### src/rtl/passthrough_stream_fifo_mc.sv
// ============================================================================
// Module   : passthrough_stream_fifo_mc
// Brief    : NumChan independent passthrough FIFOs (Depth x DataWidth each)
//            with per-channel push/pop handshake, flush, fill level and
//            almost-full flag. A full channel accepts a push in the same
//            cycle it is popped when SameCycleRW is set.
//            Optional macro PASSTHROUGH_STREAM_FIFO_MC_ERR_EN enables the
//            sticky per-channel protocol-error flag on err_o.
// Revision : 1.0 - initial release
// ============================================================================
`default_nettype none

module passthrough_stream_fifo_mc #(
  parameter int NumChan          = 4,
  parameter int Depth            = 8,
  parameter int DataWidth        = 8,
  parameter int SameCycleRW      = 1,
  parameter int AlmostFullThresh = 6,
  localparam int CntW            = $clog2(Depth + 1)
) (
  input  logic                           clk_i,
  input  logic                           rst_i,
  input  logic [NumChan-1:0]             flush_i,
  input  logic [NumChan*DataWidth-1:0]   data_i,
  input  logic [NumChan-1:0]             valid_i,
  output logic [NumChan-1:0]             ready_o,
  output logic [NumChan*DataWidth-1:0]   data_o,
  output logic [NumChan-1:0]             valid_o,
  input  logic [NumChan-1:0]             ready_i,
  output logic [NumChan*CntW-1:0]        usage_o,
  output logic [NumChan-1:0]             almost_full_o,
  output logic [NumChan-1:0]             err_o
);

  // Depth=1 still needs a one-bit pointer so the storage index is legal.
  localparam int PtrW = (Depth > 1) ? $clog2(Depth) : 1;
  localparam logic [PtrW-1:0] c_PTR_LAST = PtrW'(Depth - 1);
  localparam logic [CntW-1:0] c_DEPTH    = CntW'(Depth);
  localparam logic [CntW-1:0] c_AF_LVL   = CntW'(AlmostFullThresh);

  for (genvar c = 0; c < NumChan; c++) begin : g_chan
    logic [DataWidth-1:0] r_mem [Depth];
    logic [PtrW-1:0]      r_rptr;
    logic [PtrW-1:0]      r_wptr;
    logic [CntW-1:0]      r_usage;

    logic                 w_ready;
    logic                 w_valid;
    logic                 w_push;
    logic                 w_pop;
    logic [PtrW-1:0]      w_rptr_nxt;
    logic [PtrW-1:0]      w_wptr_nxt;

    // Outputs are forced quiet while reset is held, even before the first edge.
    assign w_valid = !rst_i && (r_usage != '0);
    assign w_ready = !rst_i && !flush_i[c] &&
                     ((r_usage < c_DEPTH) || ((SameCycleRW != 0) && ready_i[c]));

    // Offending strobes are ignored by gating on the handshake; flush beats both.
    assign w_push = valid_i[c] && w_ready;
    assign w_pop  = ready_i[c] && w_valid && !flush_i[c];

    // Explicit wrap keeps non-power-of-two depths correct.
    assign w_rptr_nxt = (r_rptr == c_PTR_LAST) ? '0 : r_rptr + PtrW'(1);
    assign w_wptr_nxt = (r_wptr == c_PTR_LAST) ? '0 : r_wptr + PtrW'(1);

    // Storage write; contents survive reset and flush, only pointers clear.
    always_ff @(posedge clk_i) begin
      if (w_push) begin
        r_mem[r_wptr] <= data_i[c*DataWidth +: DataWidth];
      end
    end

    // Pointer and usage bookkeeping with reset and flush priority.
    always_ff @(posedge clk_i) begin
      if (rst_i || flush_i[c]) begin
        r_rptr  <= '0;
        r_wptr  <= '0;
        r_usage <= '0;
      end else begin
        if (w_push) begin
          r_wptr <= w_wptr_nxt;
        end
        if (w_pop) begin
          r_rptr <= w_rptr_nxt;
        end
        case ({w_push, w_pop})
          2'b10:   r_usage <= r_usage + CntW'(1);
          2'b01:   r_usage <= r_usage - CntW'(1);
          default: r_usage <= r_usage;
        endcase
      end
    end

`ifdef PASSTHROUGH_STREAM_FIFO_MC_ERR_EN
    logic r_err;

    // Sticky overflow/underflow flag, cleared only by reset.
    always_ff @(posedge clk_i) begin
      if (rst_i) begin
        r_err <= 1'b0;
      end else if ((valid_i[c] && !w_ready) || (ready_i[c] && !w_valid)) begin
        r_err <= 1'b1;
      end
    end

    assign err_o[c] = r_err;
`else
    assign err_o[c] = 1'b0;
`endif

    assign ready_o[c]                           = w_ready;
    assign valid_o[c]                           = w_valid;
    assign data_o[c*DataWidth +: DataWidth]     = r_mem[r_rptr];
    assign usage_o[c*CntW +: CntW]              = rst_i ? '0 : r_usage;
    assign almost_full_o[c]                     = !rst_i && (r_usage >= c_AF_LVL);
  end

endmodule

`default_nettype wire

### config.mk
export PLATFORM = sky130hd
export DESIGN_NAME = passthrough_stream_fifo_mc
export DESIGN_NICKNAME = d
export VERILOG_FILES = /design/src/rtl/passthrough_stream_fifo_mc.sv
export SDC_FILE = /design/constraint.sdc
export NUM_CORES = 1
export LEC_CHECK = 0
export CAP_MARGIN = 20
export CORE_ASPECT_RATIO = 1.5
export CORE_MARGIN = 2
export CORE_UTILIZATION = 50
export CTS_CLUSTER_DIAMETER = 50
export DETAILED_ROUTE_END_ITERATION = 12
export HOLD_SLACK_MARGIN = 0.08
export PLACE_DENSITY = 0.76
export SLEW_MARGIN = 20
export SYNTH_ARGS = -nofsm -noshare
export SYNTH_HDL_FRONTEND = slang
export SYNTH_SLANG_ARGS = --single-unit
### constraint.sdc
create_clock -name clk_i -period 3.9 [get_ports clk_i]
set_input_delay 0.975 -clock clk_i [delete_from_list [all_inputs] [get_ports clk_i]]
set_output_delay 0.975 -clock clk_i [all_outputs]
set_load 0.05 [all_outputs]
### Word-level counts from Yosys, hierarchy flattened

Memories as Yosys holds them, arrays and structs flattened. A register that Yosys moved wholly into a read port is not among the register bits.
Index checks and enable logic that the tools add are counted.

| operators by class | value |
|---|---|
| reductions and logical operators | 49 |
| multiplexer cells | 32 |
| equal/unequal tests | 16 |
| order comparisons | 8 |
| $add $sub $neg | 16 |

Operator list:

| kind | number |
|---|---|
| $mux 3 | 16 |
| $pmux 4 s2 | 4 |
| $logic_and 1x1->1 | 28 |
| $add 3x1->3 const B | 8 |
| $eq 3x3->1 const B | 8 |
| $add 4x1->4 const B | 4 |
| $ge 4x3->1 const B | 4 |
| $lt 4x4->1 const B | 4 |
| $mux 4 | 4 |
| $reduce_bool 4->1 | 4 |
| $sub 4x1->4 const B | 4 |
| $eq 2x1->1 const B | 4 |
| $eq 2x2->1 const B | 4 |
| $logic_or 1x1->1 | 8 |
| $mux 1 | 8 |
| $reduce_bool 2->1 | 4 |
| $logic_not 1->1 | 5 |

| word-level totals | value |
|---|---|
| flip-flop bits (word level) | 40 |
| bits of input ports | 46 |
| memories | 4 |
| bits in writable memories | 256 |
| word-level logic and storage cells | 137 |

Memory list:

| name | depth | bits a word | rd ports | clocked after memory_dff | wr ports | RTL line | text |
|---|---|---|---|---|---|---|---|
| g_chan[0].r_mem | 8 | 8 | 1 | 1 | 1 | 42 | `logic [DataWidth-1:0] r_mem [Depth];` |
| g_chan[1].r_mem | 8 | 8 | 1 | 1 | 1 | 42 |  |
| g_chan[2].r_mem | 8 | 8 | 1 | 1 | 1 | 42 |  |
| g_chan[3].r_mem | 8 | 8 | 1 | 1 | 1 | 42 |  |

### Longest topological paths before layout

Gate-level depths: netlist of the first run.

| logic depth | value |
|---|---|
| word-level depth | 6 |
| gate-level depth with buffers | 11 |
| mapped depth without buffers | 9 |

### Least setup slack after synthesis of the first run

Ideal clock, no wire load.

| timing path | value |
|---|---|
| path kind | input to output |
| start point | in rst_i |
| end point | out almost_full_o[0] |
| stages | 3 |
| arrival | 2.406 ns |
| path slack | 0.519 ns |
| path buffers | 1 |
| data required time | 2.925 ns |
| cells stage by stage | clkbuf_1 -> nor2b_1 -> a21o_1 |

| on the way | value |
|---|---|
| longest elaborated chain between the ends | 2 |

RTL lines:

| item | RTL line | text |
|---|---|---|
| start, declared | 22 | `input logic rst_i,` |
| $logic_not 1->1 | 116 | `assign almost_full_o[c] = !rst_i && (r_usage >= c_AF_LVL);` |
| $logic_and 1x1->1 | 116 |  |
| end, declared | 31 | `output logic [NumChan-1:0] almost_full_o,` |

Every way passes these cells.

==> results of run 1 <==
==> routing by layer <==
layer	vias to the layer above	wire length, um	share of wire
li1	3166	-	-
met1	3343	9101	0.40
met2	142	12320	0.54
met3	39	1078	0.047
met4	0	524	0.023
met5	-	0	0
==> cell families (layout without fill, tap and decap cells) <==
kind of cell | Yosys count | in the layout | synth area share
AO/OA/AOI/OAI | 45 | 45 | 0.02635
XOR/XNOR | 12 | 12 | 0.008136
adder cells (fa/ha/maj) | 28 | 28 | 0.02712
buffers and inverters | 47 | 201 | 0.02392
flip-flops | 308 | 308 | 0.6757
multiplexers | 115 | 115 | 0.1708
other | 1 | 5 | 0.0002903
AND/OR/NAND/NOR | 169 | 169 | 0.06771
==> state kept, by name (all words and copies together) (netlist names), named ones only <==
name / cells
g_chan.r_mem: 256
g_chan.r_rptr: 12
g_chan.r_usage: 16
g_chan.r_wptr: 12
==> cell usage after synthesis <==
| master | instances | share of area |
|---|---|---|
| dfxtp_1 | 52 | 0.081 |
| buf_12 | 2 | 0.0031 |
| nand2b_1 | 12 | 0.0058 |
| a21o_1 | 4 | 0.0023 |
| nor2_4 | 1 | 0.00087 |
| buf_2 | 7 | 0.0027 |
| edfxtp_1 | 256 | 0.60 |
| conb_1 | 1 | 0.00029 |
| or2_2 | 4 | 0.0019 |
| and2_1 | 4 | 0.0019 |
| nor2b_1 | 12 | 0.0058 |
| and3b_1 | 4 | 0.0027 |
| nor3b_1 | 2 | 0.0012 |
| nor2_1 | 60 | 0.017 |
| mux4_2 | 7 | 0.012 |
| clkbuf_2 | 1 | 0.00039 |
| o21ai_0 | 8 | 0.0031 |
| nor4_1 | 8 | 0.0039 |
| or3_1 | 12 | 0.0058 |
| or3b_1 | 3 | 0.0020 |
| o41ai_1 | 4 | 0.0027 |
| mux4_1 | 57 | 0.12 |
| nor3_1 | 20 | 0.0077 |
| nand2_1 | 15 | 0.0044 |
| nand3_1 | 8 | 0.0031 |
| buf_6 | 6 | 0.0052 |
| a21oi_1 | 25 | 0.0097 |
| clkbuf_1 | 10 | 0.0029 |
| buf_1 | 5 | 0.0015 |
| mux2_2 | 32 | 0.028 |
| ha_1 | 28 | 0.027 |
| nand3_2 | 4 | 0.0031 |
| xor2_1 | 12 | 0.0081 |
| o41ai_4 | 4 | 0.0085 |
| buf_4 | 12 | 0.0070 |
| inv_1 | 4 | 0.0012 |
| mux2i_1 | 19 | 0.015 |
==> cell type report <==
type	count	area [um^2]
clock buffers	35	810.8
clock inverters	16	133.9
fillers	1884	9947
diodes	1	2.502
repair buffers	146	1639
well taps	333	416.7
inverters	4	15.01
flip-flops and latches	308	8728
multi-input cells	373	3891
==> critical path, cell delays in order (launching register included) <==
cell and delay [ps]:
dfxtp_1 310, buf_4 280, mux4_1 600, mux2_2 290, clkdlybuf4s50_1 720
==> through the flow <==
step,instances,total power [mW]
after floorplan,728,3.784
final,1216,6.576
after global routing,1215,6.793
after CTS,1215,6.650
after detailed placement,1164,3.911
after global placement,1164,3.904
==> path summary, 6_finish.rpt <==
path                         from              endpoint  slack (ps)  depth (start not counted)
min reg2reg   g_chan[2].r_rptr[1]   g_chan[2].r_rptr[1]         540                          2
min           g_chan[2].r_rptr[1]   g_chan[2].r_rptr[1]         540                          2
max                     flip-flop            data_o[20]         170                          4
max reg2reg  g_chan[1].r_usage[1]  g_chan[1].r_usage[2]        1390                          9
==> power by group <==
part / switching [mW] / internal [mW] / total [mW]
logic: 0.151 / 0.108 / 0.259
registers: 0.00748 / 3.57 / 3.58
clock network: 1.18 / 1.56 / 2.74
==> impl_metrics.env, run 1 <==
export IMPL_drt_iter0_markers=291
export IMPL_final_design_area_no_fill_mm2=0.01564
export IMPL_cts_htree_levels=1
export IMPL_placementRows=72
export IMPL_fin_crit_sh=0.9573
export IMPL_gr_max_usage_layer="met2"
export IMPL_grt_use_met1=0.2063
export IMPL_ys_ff_latch=308
export IMPL_core_mm2=0.02558
export IMPL_placed_cell_area_mm2=0.01469
export IMPL_area_growth_pct=21.06
export IMPL_grt_max_degree=33
export IMPL_dp_slack_ps=276.5
export IMPL_setup_worst_path_end_class="primary output"
export IMPL_grtUsageTotal=0.1741
export IMPL_ant_nets=0
export IMPL_period_minus_slack_ps=3734
export IMPL_cp_max_fo=16
export IMPL_via_per_inst=5.502
export IMPL_synthCells=725
export IMPL_setup_violations=0
export IMPL_final_cell_mix="256 x edfxtp_1, 77 x clkdlybuf4s50_1, 60 x nor2_1"
export IMPL_setup_slack_ps=166.3
export IMPL_worstSetupStartpointType="flip-flop"
export IMPL_cts_root_buf="clkbuf_16"
export IMPL_io_buffers=105
export IMPL_cts_setup_buffers=0
export IMPL_drive_above_1_share=0.1859
export IMPL_die_y_um=200.9
export IMPL_rsz0062_at_grt="no"
export IMPL_p_leak_nw=5.428
export IMPL_ir_drop_mv=0.3763
export IMPL_grt_pass1_vias=7025
export IMPL_grtUsageMet3=0.03333
export IMPL_clock_fmax_mhz=267.8
export IMPL_clk_path_buf_depth=3
export IMPL_cts_buffers=28
export IMPL_dpl_hpwl_mm=15.49
export IMPL_tns_ps=0
export IMPL_cts_resized_gates=0
export IMPL_grt_overflow_total=0
export IMPL_slew_viol_final=0
export IMPL_wl_per_cell_um=18.94
export IMPL_die_w_um=135.2
export IMPL_io_pins=110
export IMPL_powerDensity_mw_per_mm2=420.5
export IMPL_dieArea_mm2=0.02716
export IMPL_final_common_cell="edfxtp_1"
export IMPL_antenna_found_initial=1
export IMPL_finClkSkew_ps=11.45
export IMPL_clk_pin_slew_ps=70
export IMPL_netlist_area_mm2=0.01292
export IMPL_yosysWarnings=0
export IMPL_path_class="flip-flop to primary output"
export IMPL_cts_tree="yes"
export IMPL_insertion_delay_ps=550
export IMPL_start_util=0.5049
export IMPL_hp_class="flip-flop to flip-flop"
export IMPL_synthDistinctLibCells=37
export IMPL_post_route_util=0.6112
export IMPL_relSlewSlack=0.6496
export IMPL_gp_congestion=0.7408
export IMPL_vias=6690
export IMPL_drc=0
export IMPL_syn_area_per_cell_um2=17.82
export IMPL_met2_usage=0.3182
export IMPL_crit_arrival_ps=2760
export IMPL_drv_cap=0
export IMPL_hold_ws_ps=543.4
export IMPL_status="finished clean"
export IMPL_dr_pass1_iters=4
export IMPL_worst_pin_slew_ps=524.0
export IMPL_grt_pass1_wl_mm=36.62
export IMPL_hold_viol=0
export IMPL_ys_seq_area_frac=0.6757
export IMPL_cts_hold_buf=0
export IMPL_final_nets=935
export IMPL_cts_sinks=308
export IMPL_required_ps=2920
export IMPL_routed_wl_mm=23.03
No activity file was read; power rests on OpenSTA's default activity.
==> inputs of run 2 (changes only) <==
CAP_MARGIN = 10   (was 20)
REMOVE_ABC_BUFFERS = 1   (was default)
==> run 2 against run 1 <==
Net effect:
- setup slack improved by 27 ps
- cell count did not move
- sequential share of layout area rose by 0.15 points
- maximum frequency rose by 0.73%
- routed wire length fell by 2.4%
- sequential cell count did not move
- critical path depth did not move
- sequential power barely moved
- first-iteration DRC count rose by 4.8%
- critical path type unchanged
==> impl_metrics.env, run 2 (same netlist as run 1, synthesis figures left out) <==
export IMPL_worstHoldEndpoint="g_chan[0].r_wptr[1]"
export IMPL_tns_ps=0
export IMPL_fillers=1858
export IMPL_area_growth_pct=20.74
export IMPL_path_class="flip-flop to primary output"
export IMPL_final_cell_mix="256 x edfxtp_1, 77 x clkdlybuf4s50_1, 60 x nor2_1"
export IMPL_clock_fmax_mhz=269.8
export IMPL_rsz0062_at_grt="no"
export IMPL_vias=6673
export IMPL_dp_slack_ps=311.8
export IMPL_cts_root_buf="clkbuf_16"
export IMPL_r2r_setup_slack_ps=1410
export IMPL_die_w_um=135.2
export IMPL_p_leak_nw=5.410
export IMPL_holdPathStages=2
export IMPL_cts_hold_buf=0
export IMPL_relSlewSlack=0.5388
export IMPL_slew_viol_final=0
export IMPL_ir_drop_mv=0.3919
export IMPL_place_inst=1169
export IMPL_io_buffers=105
export IMPL_grt_pass1_wl_mm=35.39
export IMPL_cts_buffers=27
export IMPL_largest_reg_flops=256
export IMPL_finClkSkew_ps=8.293
export IMPL_antenna_cells=0
export IMPL_drc=0
export IMPL_gp_congestion=0.7600
export IMPL_insertion_delay_ps=520
export IMPL_final_nets=939
export IMPL_setup_slack_ps=193.6
export IMPL_required_ps=2920
export IMPL_period_minus_slack_ps=3706
export IMPL_final_common_cell="edfxtp_1"
export IMPL_clk_pin_slew_ps=60
export IMPL_via_per_inst=5.488
export IMPL_dieArea_mm2=0.02716
export IMPL_die_y_um=200.9
export IMPL_io_pins=110
export IMPL_cts_setup_buffers=0
export IMPL_cts_resized_gates=0
export IMPL_drive_above_1_share=0.1857
export IMPL_largest_registers="g_chan.r_mem x256, g_chan.r_usage x16"
export IMPL_dpl_hpwl_mm=15.18
export IMPL_cts_sinks=308
export IMPL_worst_pin_slew_ps=690.9
export IMPL_powerDensity_mw_per_mm2=411.1
export IMPL_fin_crit_sh=0.9504
export IMPL_status="finished clean"
export IMPL_worst_r2r_cell_count=9
export IMPL_drt_iter0_markers=305
export IMPL_antenna_found_initial=0
export IMPL_setup_violations=0
export IMPL_multi_input_area_mm2=0.003891
export IMPL_clk_path_buf_depth=3
export IMPL_cts_htree_levels=1
export IMPL_dr_pass1_iters=5
export IMPL_grt_pass1_vias=6866
export IMPL_worstSetupStartpointType="flip-flop"
export IMPL_ant_nets=0
export IMPL_hp_start="g_chan[0].r_wptr[1]"
export IMPL_grt_max_degree=33
export IMPL_setup_worst_path_end_class="primary output"
export IMPL_cp_max_fo=16
export IMPL_stdcell_count=1216
export IMPL_drv_cap=0
export IMPL_grtUsageTotal=0.1672
export IMPL_crit_arrival_ps=2730
export IMPL_routed_wl_mm=22.47
export IMPL_wl_per_cell_um=18.48
export IMPL_post_route_util=0.6096
export IMPL_core_mm2=0.02558
export IMPL_grt_overflow_total=0
export IMPL_regMostFlops="g_chan.r_mem"
export IMPL_reg2reg_to="g_chan[2].r_usage[2]"
export IMPL_r2r_start="g_chan[2].r_usage[1]"
export IMPL_placementRows=72
export IMPL_seq_area_mm2=0.008728
export IMPL_start_util=0.5049
export IMPL_hp_class="flip-flop to flip-flop"
export IMPL_cts_tree="yes"
export IMPL_hold_viol=0
run 2: cell types whose count changed in the layout (fill, tap and decap cells not counted), sizes merged, moves of 2 or more:
cell	before	now
buf	69	74
clkbuf	35	37
clkinv	10	6
inv	9	5
run 2: where the power goes:
part / switching (mW) / internal (mW) / leakage [nW] / total, mW
Combinational: 0.150 / 0.109 / 2.26 / 0.259
Sequential: 0.00734 / 3.57 / 2.73 / 3.58
Clock: 1.08 / 1.50 / 0.422 / 2.57
run 2: worst max-delay path: stages, from the launching register on:
cell and delay (ps):
dfxtp_1 310, buf_4 270, mux4_1 620, mux2_2 290, clkdlybuf4s50_1 710
run 2: metrics by stage:
step	instance area [um^2]	hold WS, ps	power, mW
after detailed placement	14730	532.0	3.910
after CTS	15600	540.7	6.484
final	15600	537.6	6.412
after floorplan	12630	488.2	3.770
after global placement	14730	527.9	3.903
after global routing	15600	571.3	6.615
run 2: per-layer routing:
metal	vias up	global-route usage	wire (um)
met4	0	0.05506	513
met5	-	0	0
li1	3161	-	-
met3	35	0.02702	973
met1	3344	0.1926	8784
met2	133	0.3125	12200
run 2: worst max-delay path by stage:
stage | endpoint | slack (ps) | cells after the start
2_1_floorplan | almost_full_o[0] | 730 | 2
3_3_place_gp | g_chan[0].r_usage[2] | 370 | 11
3_5_place_dp | g_chan[2].r_usage[2] | 310 | 11
4_1_cts | data_o[26] | 130 | 4
5_1_grt | data_o[17] | 100 | 4
6_report | data_o[26] | 190 | 4
run 2: final cells by class:
class | count | share of cell area
timing repair buffer | 151 | 0.1075
multi-input combinational | 373 | 0.2495
sequential | 308 | 0.5596
clock buffer | 37 | 0.04894
inverter | 4 | 0.0009627
tap | 333 | 0.02671
clock inverter | 10 | 0.006739
==> inputs of run 3 (changes only) <==
--- a/config.mk
+++ b/config.mk
@@ -7,3 +7,2 @@
 export LEC_CHECK = 0
-export CAP_MARGIN = 10
 export CORE_ASPECT_RATIO = 1.5
==> constraint.sdc (replaced) <==
create_clock -name clk_i -period 3.9 [get_ports clk_i]
set_input_delay 0.39 -clock clk_i [delete_from_list [all_inputs] [get_ports clk_i]]
set_output_delay 0.39 -clock clk_i [all_outputs]
set_load 0.05 [all_outputs]
==> run 3 against run 2 <==
Net effect:
- critical path depth is the same
- maximum frequency grew 7.6%
- power grew 3.7%
- worst hold slack gained 6.7 ps
- sequential power is essentially flat
- combinational power shrank 4%
- sequential share of layout area grew 1.1 points
- register-to-register slack is essentially flat
- clock-buffer cell count grew 4
- non-clock buffer count shrank 16
- first-iteration DRC count grew 13%
- largest power group unchanged
==> impl_metrics.env, run 3 (same netlist as run 1, synthesis figures left out) <==
export IMPL_hp_class="flip-flop to flip-flop"
export IMPL_regMostFlops="g_chan.r_mem"
export IMPL_final_nets=924
export IMPL_worst_r2r_cell_count=9
export IMPL_hold_viol=0
export IMPL_antenna_cells=0
export IMPL_core_mm2=0.02558
export IMPL_ant_nets=0
export IMPL_power_mw=6.650
export IMPL_met3WireLength_um=915
export IMPL_status="finished clean"
export IMPL_setup_worst_path_end_class="primary output"
export IMPL_fin_crit_sh=0.8833
export IMPL_largest_registers="g_chan.r_mem x256, g_chan.r_usage x16"
export IMPL_grt_max_degree=33
export IMPL_cts_sinks=308
export IMPL_rsz0062_at_grt="no"
export IMPL_antenna_found_initial=0
export IMPL_io_pins=110
export IMPL_crit_arrival_ps=3050
export IMPL_worst_pin_slew_ps=947.5
export IMPL_grtUsageTotal=0.1690
export IMPL_insertion_delay_ps=530
export IMPL_relSlewSlack=0.3635
export IMPL_cts_root_buf="clkbuf_16"
export IMPL_tns_ps=0
export IMPL_crit_slowest_cell="clkdlybuf4s50_1"
export IMPL_wl_per_cell_um=19.02
export IMPL_cp_cell_sequence="buf_4 > mux4_1 > mux2_2 > clkdlybuf4s50_1"
export IMPL_p_leak_nw=5.259
export IMPL_start_util=0.5049
export IMPL_worstSetupStartpointType="flip-flop"
export IMPL_io_buffers=105
export IMPL_cts_resized_gates=0
export IMPL_met2_length_mm=12.56
export IMPL_drt_iter0_markers=344
export IMPL_drc=0
export IMPL_vias=6680
export IMPL_grt_pass1_vias=6877
export IMPL_via_per_inst=5.548
export IMPL_powerDensity_mw_per_mm2=434.4
export IMPL_clk_pin_slew_ps=60
export IMPL_placementRows=72
export IMPL_grt_pass1_wl_mm=35.98
export IMPL_ir_drop_mv=0.3746
export IMPL_clock_fmax_mhz=290.3
export IMPL_drive_above_1_share=0.1493
export IMPL_cpPeakStageDelay_ps=710
export IMPL_area_growth_pct=18.50
export IMPL_dr_pass1_iters=5
export IMPL_period_minus_slack_ps=3445
export IMPL_slew_viol_final=0
export IMPL_cts_hold_buf=0
export IMPL_cts_setup_buffers=0
export IMPL_dpl_hpwl_mm=14.91
export IMPL_holdPathStages=2
export IMPL_drv_cap=0
export IMPL_die_y_um=200.9
export IMPL_dieArea_mm2=0.02716
export IMPL_grt_overflow_total=0
export IMPL_finClkSkew_ps=13.73
export IMPL_required_ps=3510
export IMPL_top_layer="met4"
export IMPL_clk_path_buf_depth=3
export IMPL_cp_max_fo=9
export IMPL_cts_tree="yes"
export IMPL_wl_met1_mm=9.053
export IMPL_gp_congestion=0.7537
export IMPL_path_class="flip-flop to primary output"
export IMPL_largest_reg_flops=256
export IMPL_cts_htree_levels=1
export IMPL_setup_violations=0
export IMPL_cts_buffers=28
export IMPL_final_common_cell="edfxtp_1"
export IMPL_final_cell_mix="256 x edfxtp_1, 105 x clkdlybuf4s50_1, 60 x nor2_1"
export IMPL_die_w_um=135.2
export IMPL_routed_wl_mm=22.91
[run 3: cell types whose count changed in the layout (fill, tap and decap cells not counted)]
cell             before  now
buf_12               28    0
buf_4                46   30
bufinv_16             2    3
clkbuf_1              5    2
clkbuf_16            27   29
clkbuf_4              0    3
clkbuf_8              5    7
clkdlybuf4s50_1      77  105
clkinv_1              4    1
clkinv_2              1    5
clkinv_4              1    0
clkinvlp_4            1    0
[run 3: worst max-delay path, delay by kind of cell, from the launching register on]
family                 cells  cell delay, ps
buffers and inverters      2            1010
flip-flops                 1             660
multiplexers               2             850
[run 3: report_power, final]
group / internal [mW] / switching [mW]
Combinational: 0.101 / 0.147
Clock: 1.71 / 1.11
Sequential: 3.57 / 0.00805
Total: 5.38 / 1.27
[run 3: final timing paths]
kind                         from                    to  slack [ps]
max reg2reg  g_chan[2].r_usage[1]  g_chan[2].r_usage[2]        1400
min           g_chan[0].r_wptr[1]   g_chan[0].r_wptr[1]         540
max                     flip-flop            data_o[19]         460
min reg2reg   g_chan[0].r_wptr[1]   g_chan[0].r_wptr[1]         540
[run 3: layout make-up]
cell class,instances,area (um^2)
flip-flops and latches,308,8728
inverters,4,15.01
clock inverters,10,127.6
clock buffers,41,852.1
multi-input cells,373,3891
repair buffers,135,1276
fillers,1899,10280
well taps,333,416.7
[run 3: metrics by stage]
stage / std cells / hold WS, ps / instance area [um^2] / utilization / setup WS [ps]
after floorplan: 685 / 488.2 / 12630 / - / 1646
after global placement: 1153 / 524.4 / 14330 / 0.5600 / 977.1
after detailed placement: 1153 / 536.0 / 14330 / 0.5600 / 868.5
after CTS: 1204 / 531.0 / 15310 / 0.5983 / 406.4
after global routing: 1204 / 546.3 / 15310 / 0.5983 / 331.0
final: 1204 / 544.3 / 15310 / 0.5983 / 455.2
[run 3: metal layers]
metal  global-route usage  vias to the layer above
met5                    0                        -
met4              0.04762                        0
met3              0.02247                       25
met2               0.3174                      138
met1               0.2004                     3380
li1                     -                     3137
